==> src/rtl/debounce_pkg.sv <==
// Shared defaults and width helper for the N-channel debouncer.
package debounce_pkg;

   localparam int DEFAULT_TICK_DIV            = 100000;
   localparam int DEFAULT_STABLE_TICKS        = 10;
   localparam int DEFAULT_REPEAT_DELAY_TICKS  = 500;
   localparam int DEFAULT_REPEAT_PERIOD_TICKS = 100;

   // Bits needed to hold values 0..v-1; never less than 1.
   function automatic int cnt_width(input int v);
      return (v <= 2) ? 1 : $clog2(v);
   endfunction

endpackage

==> src/rtl/debounce_channel.sv <==
// One debouncer channel: 2-flop sync, stability filter, press/release strobes.
// Optional autorepeat of the press strobe when DEBOUNCE_AUTOREPEAT_EN is defined.
module debounce_channel
   import debounce_pkg::*;
#(
   parameter bit INVERT       = 1'b0,
   parameter int STABLE_TICKS = DEFAULT_STABLE_TICKS
`ifdef DEBOUNCE_AUTOREPEAT_EN
  ,parameter int REPEAT_DELAY_TICKS  = DEFAULT_REPEAT_DELAY_TICKS
  ,parameter int REPEAT_PERIOD_TICKS = DEFAULT_REPEAT_PERIOD_TICKS
`endif
) (
   input  logic clk,
   input  logic rst_n,
   input  logic raw_i,
   input  logic tick_i,
   output logic level_o,
   output logic press_o,
   output logic release_o
);

   localparam int CNT_W = cnt_width(STABLE_TICKS + 1);

   logic             s1_q, s1_d, s2_q, s2_d;
   logic             level_q, level_d;
   logic             press_q, press_d;
   logic             release_q, release_d;
   logic [CNT_W-1:0] cnt_q, cnt_d;
   logic             commit;
   logic             rpt_fire;

   // Sync chain and filter: any return to the committed level restarts the count.
   always_comb begin
      s1_d    = raw_i ^ INVERT;
      s2_d    = s1_q;
      cnt_d   = cnt_q;
      level_d = level_q;
      commit  = 1'b0;
      if (s2_q == level_q) begin
         cnt_d = '0;
      end else if (tick_i) begin
         if (cnt_q == CNT_W'(STABLE_TICKS - 1)) begin
            commit  = 1'b1;
            level_d = s2_q;
            cnt_d   = '0;
         end else begin
            cnt_d = cnt_q + CNT_W'(1);
         end
      end
   end

`ifdef DEBOUNCE_AUTOREPEAT_EN
   localparam int RPT_W = cnt_width(REPEAT_DELAY_TICKS + 1);

   logic [RPT_W-1:0] rpt_q, rpt_d;

   // Hold timer: first repeat after DELAY ticks, then reload so the next comes PERIOD later.
   always_comb begin
      rpt_d    = rpt_q;
      rpt_fire = 1'b0;
      if (!level_q || commit) begin
         rpt_d = '0;
      end else if (tick_i) begin
         if (rpt_q == RPT_W'(REPEAT_DELAY_TICKS - 1)) begin
            rpt_d    = RPT_W'(REPEAT_DELAY_TICKS - REPEAT_PERIOD_TICKS);
            rpt_fire = 1'b1;
         end else begin
            rpt_d = rpt_q + RPT_W'(1);
         end
      end
   end

   // Hold timer register.
   always_ff @(posedge clk or negedge rst_n) begin
      if (!rst_n) rpt_q <= '0;
      else        rpt_q <= rpt_d;
   end
`else
   assign rpt_fire = 1'b0;
`endif

   // Strobes land on the same edge as the level they announce.
   always_comb begin
      press_d   = (commit & s2_q) | rpt_fire;
      release_d = commit & ~s2_q;
   end

   // Channel state registers.
   always_ff @(posedge clk or negedge rst_n) begin
      if (!rst_n) begin
         s1_q      <= 1'b0;
         s2_q      <= 1'b0;
         cnt_q     <= '0;
         level_q   <= 1'b0;
         press_q   <= 1'b0;
         release_q <= 1'b0;
      end else begin
         s1_q      <= s1_d;
         s2_q      <= s2_d;
         cnt_q     <= cnt_d;
         level_q   <= level_d;
         press_q   <= press_d;
         release_q <= release_d;
      end
   end

   assign level_o   = level_q;
   assign press_o   = press_q;
   assign release_o = release_q;

endmodule

==> src/rtl/debouncer_n.sv <==
// N-channel debouncer top: shared tick prescaler plus one debounce_channel per input.
// The release strobe port is named release_o since "release" is a reserved word.
// Define DEBOUNCE_AUTOREPEAT_EN to add press autorepeat while a channel is held.
module debouncer_n
   import debounce_pkg::*;
#(
   parameter int              N_CH                = 5,
   parameter int              TICK_DIV            = DEFAULT_TICK_DIV,
   parameter int              STABLE_TICKS        = DEFAULT_STABLE_TICKS,
   parameter logic [N_CH-1:0] ACTIVE_LOW          = '0,
   parameter int              REPEAT_DELAY_TICKS  = DEFAULT_REPEAT_DELAY_TICKS,
   parameter int              REPEAT_PERIOD_TICKS = DEFAULT_REPEAT_PERIOD_TICKS
) (
   input  logic            clk,
   input  logic            rst_n,
   input  logic [N_CH-1:0] raw_in,
   output logic [N_CH-1:0] level,
   output logic [N_CH-1:0] press,
   output logic [N_CH-1:0] release_o
);

   logic tick;

   // Reject configurations the filter and repeat timer cannot represent.
   if (STABLE_TICKS < 1 || TICK_DIV < 1 || REPEAT_PERIOD_TICKS < 1 ||
       REPEAT_PERIOD_TICKS > REPEAT_DELAY_TICKS) begin : g_bad_cfg
      $error("debouncer_n: invalid parameter set");
   end

   if (TICK_DIV == 1) begin : g_tick_always
      assign tick = 1'b1;
   end else begin : g_prescaler
      localparam int PRE_W = cnt_width(TICK_DIV);
      logic [PRE_W-1:0] pre_q, pre_d;

      // Free-running 0..TICK_DIV-1 counter; tick on the terminal count.
      always_comb begin
         tick  = (pre_q == PRE_W'(TICK_DIV - 1));
         pre_d = tick ? '0 : pre_q + PRE_W'(1);
      end

      // Prescaler register.
      always_ff @(posedge clk or negedge rst_n) begin
         if (!rst_n) pre_q <= '0;
         else        pre_q <= pre_d;
      end
   end

   for (genvar i = 0; i < N_CH; i++) begin : g_ch
      debounce_channel #(
         .INVERT             (ACTIVE_LOW[i]),
         .STABLE_TICKS       (STABLE_TICKS)
`ifdef DEBOUNCE_AUTOREPEAT_EN
        ,.REPEAT_DELAY_TICKS (REPEAT_DELAY_TICKS)
        ,.REPEAT_PERIOD_TICKS(REPEAT_PERIOD_TICKS)
`endif
      ) u_ch (
         .clk      (clk),
         .rst_n    (rst_n),
         .raw_i    (raw_in[i]),
         .tick_i   (tick),
         .level_o  (level[i]),
         .press_o  (press[i]),
         .release_o(release_o[i])
      );
   end

endmodule

==> config.mk <==
export PLATFORM = sky130hd
export DESIGN_NAME = debouncer_n
export DESIGN_NICKNAME = d
export VERILOG_FILES = /design/src/rtl/debounce_pkg.sv /design/src/rtl/debounce_channel.sv /design/src/rtl/debouncer_n.sv
export SDC_FILE = /design/constraint.sdc
export NUM_CORES = 1
export LEC_CHECK = 0
export BUFFER_PORTS_ARGS = -buffer_cell sky130_fd_sc_hd__buf_2
export CAP_MARGIN = 20
export CORE_MARGIN = 4
export CORE_UTILIZATION = 40
export CTS_CLUSTER_SIZE = 10
export DETAILED_ROUTE_END_ITERATION = 16
export SLEW_MARGIN = 0
export SYNTH_ARGS = -nofsm -noshare
export SYNTH_HDL_FRONTEND = slang
export SYNTH_SLANG_ARGS = --single-unit
==> constraint.sdc <==
create_clock -name clk -period 2.8 [get_ports clk]
set_input_delay 0.56 -clock clk [delete_from_list [all_inputs] [get_ports clk]]
set_output_delay 0.56 -clock clk [all_outputs]
set_load 0.02 [all_outputs]
==> results of run 1 <==
## critical path, delay by kind of cell (launching register included)
family | cells | cell delay, ns
flops | 1 | 0.43
simple gates | 4 | 1.66
## through the flow
stage	hold WS (ns)	total power [mW]	cell area, um2	util	setup WS (ns)
finish	0.312	1.82	3300	0.458	0.614
detailed placement	0.335	0.959	3080	0.427	0.559
global placement	0.332	0.958	3080	0.427	0.682
global route	0.284	1.89	3300	0.458	0.337
floorplan	0.264	0.932	2960	-	1.05
CTS	0.290	1.85	3300	0.458	0.572
## layout by cell type, fill, tap and decap left out, types with 2 or more instances in the layout
cell | Yosys | layout
xnor2_1 | 11 | 11
buf_2 | 6 | 21
nor3b_1 | 2 | 2
nand4_1 | 7 | 7
buf_4 | 15 | 5
nor4_1 | 4 | 4
nor2_1 | 10 | 10
o21ai_1 | 10 | 10
nand3_1 | 12 | 12
clkinvlp_4 | 0 | 2
and4_1 | 6 | 6
and3_1 | 9 | 9
a31o_1 | 5 | 5
clkbuf_8 | 0 | 9
a311oi_1 | 8 | 8
nand2_1 | 12 | 12
o31a_1 | 4 | 4
nor2b_1 | 3 | 3
bufinv_16 | 0 | 2
xor2_1 | 7 | 7
ha_1 | 11 | 11
dfrtp_1 | 62 | 62
or4_1 | 10 | 10
a21oi_1 | 13 | 13
inv_1 | 19 | 19
nor3_1 | 4 | 4
o31ai_1 | 9 | 9
## cells by family after synthesis
logic type      share of synthesized area
mux                               0.00381
fa+ha+maj                          0.0465
simple gates                        0.168
xor+xnor                           0.0533
flops                               0.525
compound gates                      0.124
buf+inv                            0.0800
## state kept, by name, indices dropped and copies added, names as in the netlist
register and count:
g_prescaler.pre_q 17, g_ch.u_ch.release_o 5, g_ch.u_ch.s2_q 5, g_ch.u_ch.cnt_q 20, g_ch.u_ch.s1_q 5, g_ch.u_ch.level_o 5
g_ch.u_ch.press_o 5
## cell type report
type / instances / area [um2] / share of cell area
clock inverters: 7 / 97.6 / 0.0296
inverters: 19 / 71.3 / 0.0216
repair buffers: 27 / 163 / 0.0493
well taps: 99 / 124 / 0.0375
clock buffers: 9 / 124 / 0.0375
flip-flops and latches: 62 / 1550 / 0.470
multi-input cells: 168 / 1170 / 0.354
## layer usage
layer,track usage,part of all wire,wire length (um),vias to the layer above
met4,0.0433,0.012,69,0
met1,0.179,0.47,2640,1011
met2,0.210,0.47,2640,29
li1,-,-,-,1010
met5,0,0,0,-
met3,0.0577,0.044,246,7
## worst paths after layout
kind | to | from | depth (start not counted) | slack, ns
hold / removal | g_ch[1].u_ch.s1_q | raw_in[1] | 1 | 0.31
max in group asynchronous | g_ch[2].u_ch.cnt_q[1] | rst_n | 2 | 1.91
setup reg to reg | g_ch[1].u_ch.press_o | g_prescaler.pre_q[12] | 4 | 0.61
hold reg to reg | g_ch[0].u_ch.s2_q | g_ch[0].u_ch.s1_q | 0 | 0.35
min in group asynchronous | g_ch[0].u_ch.cnt_q[0] | rst_n | 2 | 0.37
setup / recovery | g_ch[1].u_ch.press_o | g_prescaler.pre_q[12] | 4 | 0.61
## power by group through the flow
stage	Sequential, mW	Clock, mW	Combinational, mW
2_1_floorplan	0.923	0	0.00920
3_5_place_dp	0.923	0	0.0355
5_1_grt	0.907	0.948	0.0397
4_1_cts	0.906	0.905	0.0354
6_report	0.906	0.879	0.0335
3_3_place_gp	0.923	0	0.0353
==> flow_metrics.py, run 1 <==
metrics = {
    "sta": {
        "grt_setup_unrepaired": "no",
        "hold_viol": 0,
        "fmaxAchievable_mhz": 457,
        "setup_viol": 0,
        "min_period_ns": 2.19,
        "drv_slew": 0,
        "fin_crit_sh": 0.781,
        "skew_ns": 0.00740,
        "tightest_slew_ns": 0.778,
        "fin_tns_setup_ns": 0,
        "relSlewSlack": 0.482,
    },
    "logic_synthesis": {
        "synth_edf_count": 0,
        "yosysMostFrequentCell": "dfrtp_1",
        "ys_seq_area_frac": 0.525,
        "synth.distinct_cells": 37,
        "yosys_warnings": 0,
        "postSynth.asyncResetShare": 1.00,
        "yosysTopAreaCell": "dfrtp_1",
        "synth_area_um2": 2960,
        "synthCells": 276,
        "synth_commonest_cells": "dfrtp_1 (62), inv_1 (19), buf_4 (15)",
        "synth_top_area_frac": 0.525,
        "ys.flop_type": "dfrtp_1",
        "synthTopCellsByArea": "dfrtp_1 (52%), ha_1 (4.7%), buf_4 (3.8%)",
        "synth-seq-cells": 62,
        "syn-num-nets": 294,
        "synth.avg_cell_area_um2": 10.7,
    },
    "cts": {
        "clock_sinks": 62,
        "clk_path_buf_depth": 2,
        "holdBufCountCts": 0,
        "cts.htree.levels": 3,
        "clk_latency_ns": 0.35,
        "cts_setup_buffers": 0,
        "cts_made_buffers": 9,
        "post_cts_resized": 0,
        "clk_pin_slew_ns": 0.07,
        "tritoncts": "built",
        "cts_root_buf": "clkbuf_8",
    },
    "power_and_ir_drop": {
        "p_seq_frac": 0.498,
        "combPwrFrac": 0.018,
        "leakagePower_nw": 1.51,
        "clockPowerShare": 0.483,
        "irDropWorstVdd_uv": 274,
        "powerDensity_nw_per_um2": 551,
        "netSwitchingFraction": 0.223,
        "p_int_mw": 1.41,
        "p_sw_uw": 405,
    },
    "grt": {
        "grt_usage": 0.138,
        "grt_overflow": 0,
        "antenna_found_initial": 0,
        "grt_pass1_vias": 1930,
        "grt_start_max_net_pins": 63,
        "grt_pass1_wl_um": 9340,
    },
    "routing": {
        "drcViolationCount": 0,
        "wl_per_cell_um": 14.3,
        "via_per_inst": 5.26,
        "num_vias": 2057,
        "ant_nets": 0,
        "first_pass_iters": 4,
        "drt_iter0_drc": 42,
        "totalWireLength_um": 5600,
    },
    "layout": {
        "drive_gt1_frac": 0.151,
        "num_antenna_cells": 0,
        "area_growth_pct": 11.6,
        "fin_cells": 391,
        "nets": 305,
        "fillers": 699,
    },
    "place": {
        "port_buffers": 21,
        "routabilityCongestion": 0.771,
        "place_hpwl_um": 3660,
        "dpl.cell_count": 375,
    },
    "setup_path": {
        "worstPathMaxFanout": 9,
        "max_stage_delay_ns": 0.60,
        "critPathKind": "flip-flop to flip-flop",
        "crit_slowest_cell": "nor2b_1",
        "cp-start-kind": "flip-flop",
        "worstPathRequired_ns": 3.05,
        "cp_cell_sequence": "nor4_2, nor2b_1, nand2_1, nor4_1",
        "cp-end-kind": "flip-flop",
        "critical_path_arrival_ns": 2.43,
    },
    "die": {
        "die_h_um": 94.0,
        "start_util": 0.410,
        "die-area_um2": 8830,
        "core_area_um2": 7210,
        "die_w_um": 94.0,
        "io_pins": 22,
        "fp-row-count": 31,
    },
    "run": {
        "max-cap-violations": 0,
    },
    "status": {
        "status": "finished clean",
    },
    "hold_path": {
        "holdCritPathClass": "primary input to flip-flop",
    },
}
Note: power is estimated with default switching activity, not from simulation.
==> run 2: changes to the inputs <==
==> constraint.sdc (replaced) <==
create_clock -name clk -period 2 [get_ports clk]
set_input_delay 0.4 -clock clk [delete_from_list [all_inputs] [get_ports clk]]
set_output_delay 0.4 -clock clk [all_outputs]
set_load 0.02 [all_outputs]
==> run 2 against run 1 <==
Sequential power rose by 40%. Die area unchanged. Via count increased by 0.83%. Highest routed layer unchanged. Largest power group unchanged. Total power increased by 40%. Cell count increased by 1.8%. Worst setup slack worse by 0.44 ns. Non-clock buffer count increased by 7. Register-to-register slack worse by 0.44 ns. Routed wire length rose by 2.2%. Combinational power up 50%.
==> flow_metrics.py, run 2 (same netlist as run 1, synthesis figures left out) <==
metrics = {
    "layout": {
        "nets": 312,
        "biggestRegsByFlops": "g_ch.u_ch.cnt_q (20), g_prescaler.pre_q (17)",
        "seqCellArea_um2": 1550,
        "layout_commonest_cell": "dfrtp_1",
        "multi_input_area_um2": 1170,
        "top_register": "g_ch.u_ch.cnt_q",
        "fillers": 704,
        "largest_reg_flops": 20,
        "area_growth_pct": 13.4,
        "layout_common_cells": "dfrtp_1 (62), buf_2 (21), inv_1 (19), a21oi_1 (13)",
        "drive_gt1_frac": 0.171,
        "num_antenna_cells": 0,
    },
    "power_and_ir_drop": {
        "netSwitchingFraction": 0.223,
        "leakagePower_nw": 1.54,
        "combPwrFrac": 0.020,
        "irDropWorstVdd_uv": 327,
        "p_sw_uw": 567,
        "p_int_mw": 1.98,
        "powerDensity_nw_per_um2": 760,
        "clockPowerShare": 0.483,
        "p_seq_frac": 0.498,
    },
    "routing": {
        "via_per_inst": 5.21,
        "wl_per_cell_um": 14.4,
        "num_vias": 2074,
        "totalWireLength_um": 5720,
        "drt_iter0_drc": 100,
        "drcViolationCount": 0,
        "ant_nets": 0,
        "first_pass_iters": 4,
    },
    "setup_path": {
        "cp-start-kind": "flip-flop",
        "worstPathRequired_ns": 2.27,
        "critical_path_arrival_ns": 2.09,
        "cp-end-kind": "flip-flop",
        "critPathKind": "flip-flop to flip-flop",
        "worstPathMaxFanout": 30,
    },
    "sta": {
        "setup_viol": 0,
        "min_period_ns": 1.83,
        "grt_setup_unrepaired": "no",
        "drv_slew": 0,
        "fin_tns_setup_ns": 0,
        "skew_ns": 0.0124,
        "tightest_slew_ns": 0.467,
        "fin_crit_sh": 0.914,
        "fmaxAchievable_mhz": 547,
        "timing.hold.ws_ns": 0.0551,
        "relSlewSlack": 0.687,
        "hold_viol": 0,
    },
    "grt": {
        "grt_pass1_vias": 2065,
        "met3_usage": 0.0417,
        "grt_pass1_wl_um": 9850,
        "top_usage_layer": "met2",
        "grt_start_max_net_pins": 63,
        "grt_usage": 0.143,
        "grtUsageMet2": 0.226,
        "antenna_found_initial": 0,
        "grt_overflow": 0,
        "met1_usage": 0.187,
    },
    "die": {
        "die_w_um": 94.0,
        "die_h_um": 94.0,
        "start_util": 0.410,
        "core_area_um2": 7210,
        "die-area_um2": 8830,
        "fp-row-count": 31,
        "io_pins": 22,
    },
    "cts": {
        "cts_root_buf": "clkbuf_8",
        "cts_made_buffers": 9,
        "holdBufCountCts": 0,
        "clk_latency_ns": 0.35,
        "clock_sinks": 62,
        "clk_path_buf_depth": 2,
        "clk_pin_slew_ns": 0.07,
        "tritoncts": "built",
        "cts_setup_buffers": 0,
        "cts.htree.levels": 3,
        "post_cts_resized": 0,
    },
    "run": {
        "max-cap-violations": 0,
    },
    "hold_path": {
        "holdCritPathClass": "primary input to async pin",
    },
    "status": {
        "status": "finished clean",
    },
    "place": {
        "place_hpwl_um": 3750,
        "port_buffers": 21,
        "routabilityCongestion": 0.769,
    },
}
## run 2: changes by cell type in the layout (fill, tap and decap cells not counted), sizes merged
cell  previous run  this run
buf             27        34
## run 2: area by class of cell
cell class                 instances  share of cell area
sequential                        62               0.463
tap                               99              0.0369
inverter                          19              0.0213
multi-input combinational        168               0.349
clock buffer                       9              0.0369
clock inverter                     7              0.0291
timing repair buffer              34              0.0642
## run 2: layer usage
metal | up-vias | share of wire
met1 | 1017 | 0.48
li1 | 1024 | -
met4 | 0 | 0.014
met2 | 25 | 0.48
met5 | - | 0
met3 | 8 | 0.031
## run 2: stage by stage
stage / setup slack (ns) / util / area, um2 / total power [mW] / std cells
after global placement: 0.240 / 0.434 / 3130 / 1.34 / 382
after floorplan: 0.247 / - / 2960 / 1.30 / 276
after CTS: 0.177 / 0.465 / 3350 / 2.59 / 398
final: 0.172 / 0.465 / 3350 / 2.55 / 398
after detailed placement: 0.174 / 0.434 / 3130 / 1.35 / 382
after global routing: 0.0396 / 0.465 / 3350 / 2.65 / 398
## run 2: final timing paths
| path | from | endpoint | slack, ns | cells past startpoint |
|---|---|---|---|---|
| min | rst_n | g_ch[0].u_ch.cnt_q[3] | 0.06 | 2 |
| min reg2reg | g_ch[2].u_ch.s1_q | g_ch[2].u_ch.s2_q | 0.34 | 0 |
| max | g_prescaler.pre_q[6] | g_ch[1].u_ch.cnt_q[1] | 0.17 | 5 |
| min in group clk | raw_in[1] | g_ch[1].u_ch.s1_q | 0.15 | 1 |
| max in group asynchronous | rst_n | g_prescaler.pre_q[3] | 1.67 | 2 |
| max reg2reg | g_prescaler.pre_q[6] | g_ch[1].u_ch.cnt_q[1] | 0.17 | 5 |
## run 2: critical path, stage by stage, from the launching register on
cell and delay, ns:
dfrtp_1 0.43, and4bb_1 0.32, nand4_1 0.11, buf_4 0.24, or4_1 0.49, a21oi_1 0.16
## run 2: power groups by stage
stage	clock (mW)	sequential (mW)	combinational [mW]
after floorplan	0	1.29	0.0129
after global placement	0	1.29	0.0526
after detailed placement	0	1.29	0.0528
after CTS	1.27	1.27	0.0530
after global routing	1.32	1.27	0.0593
final	1.23	1.27	0.0501
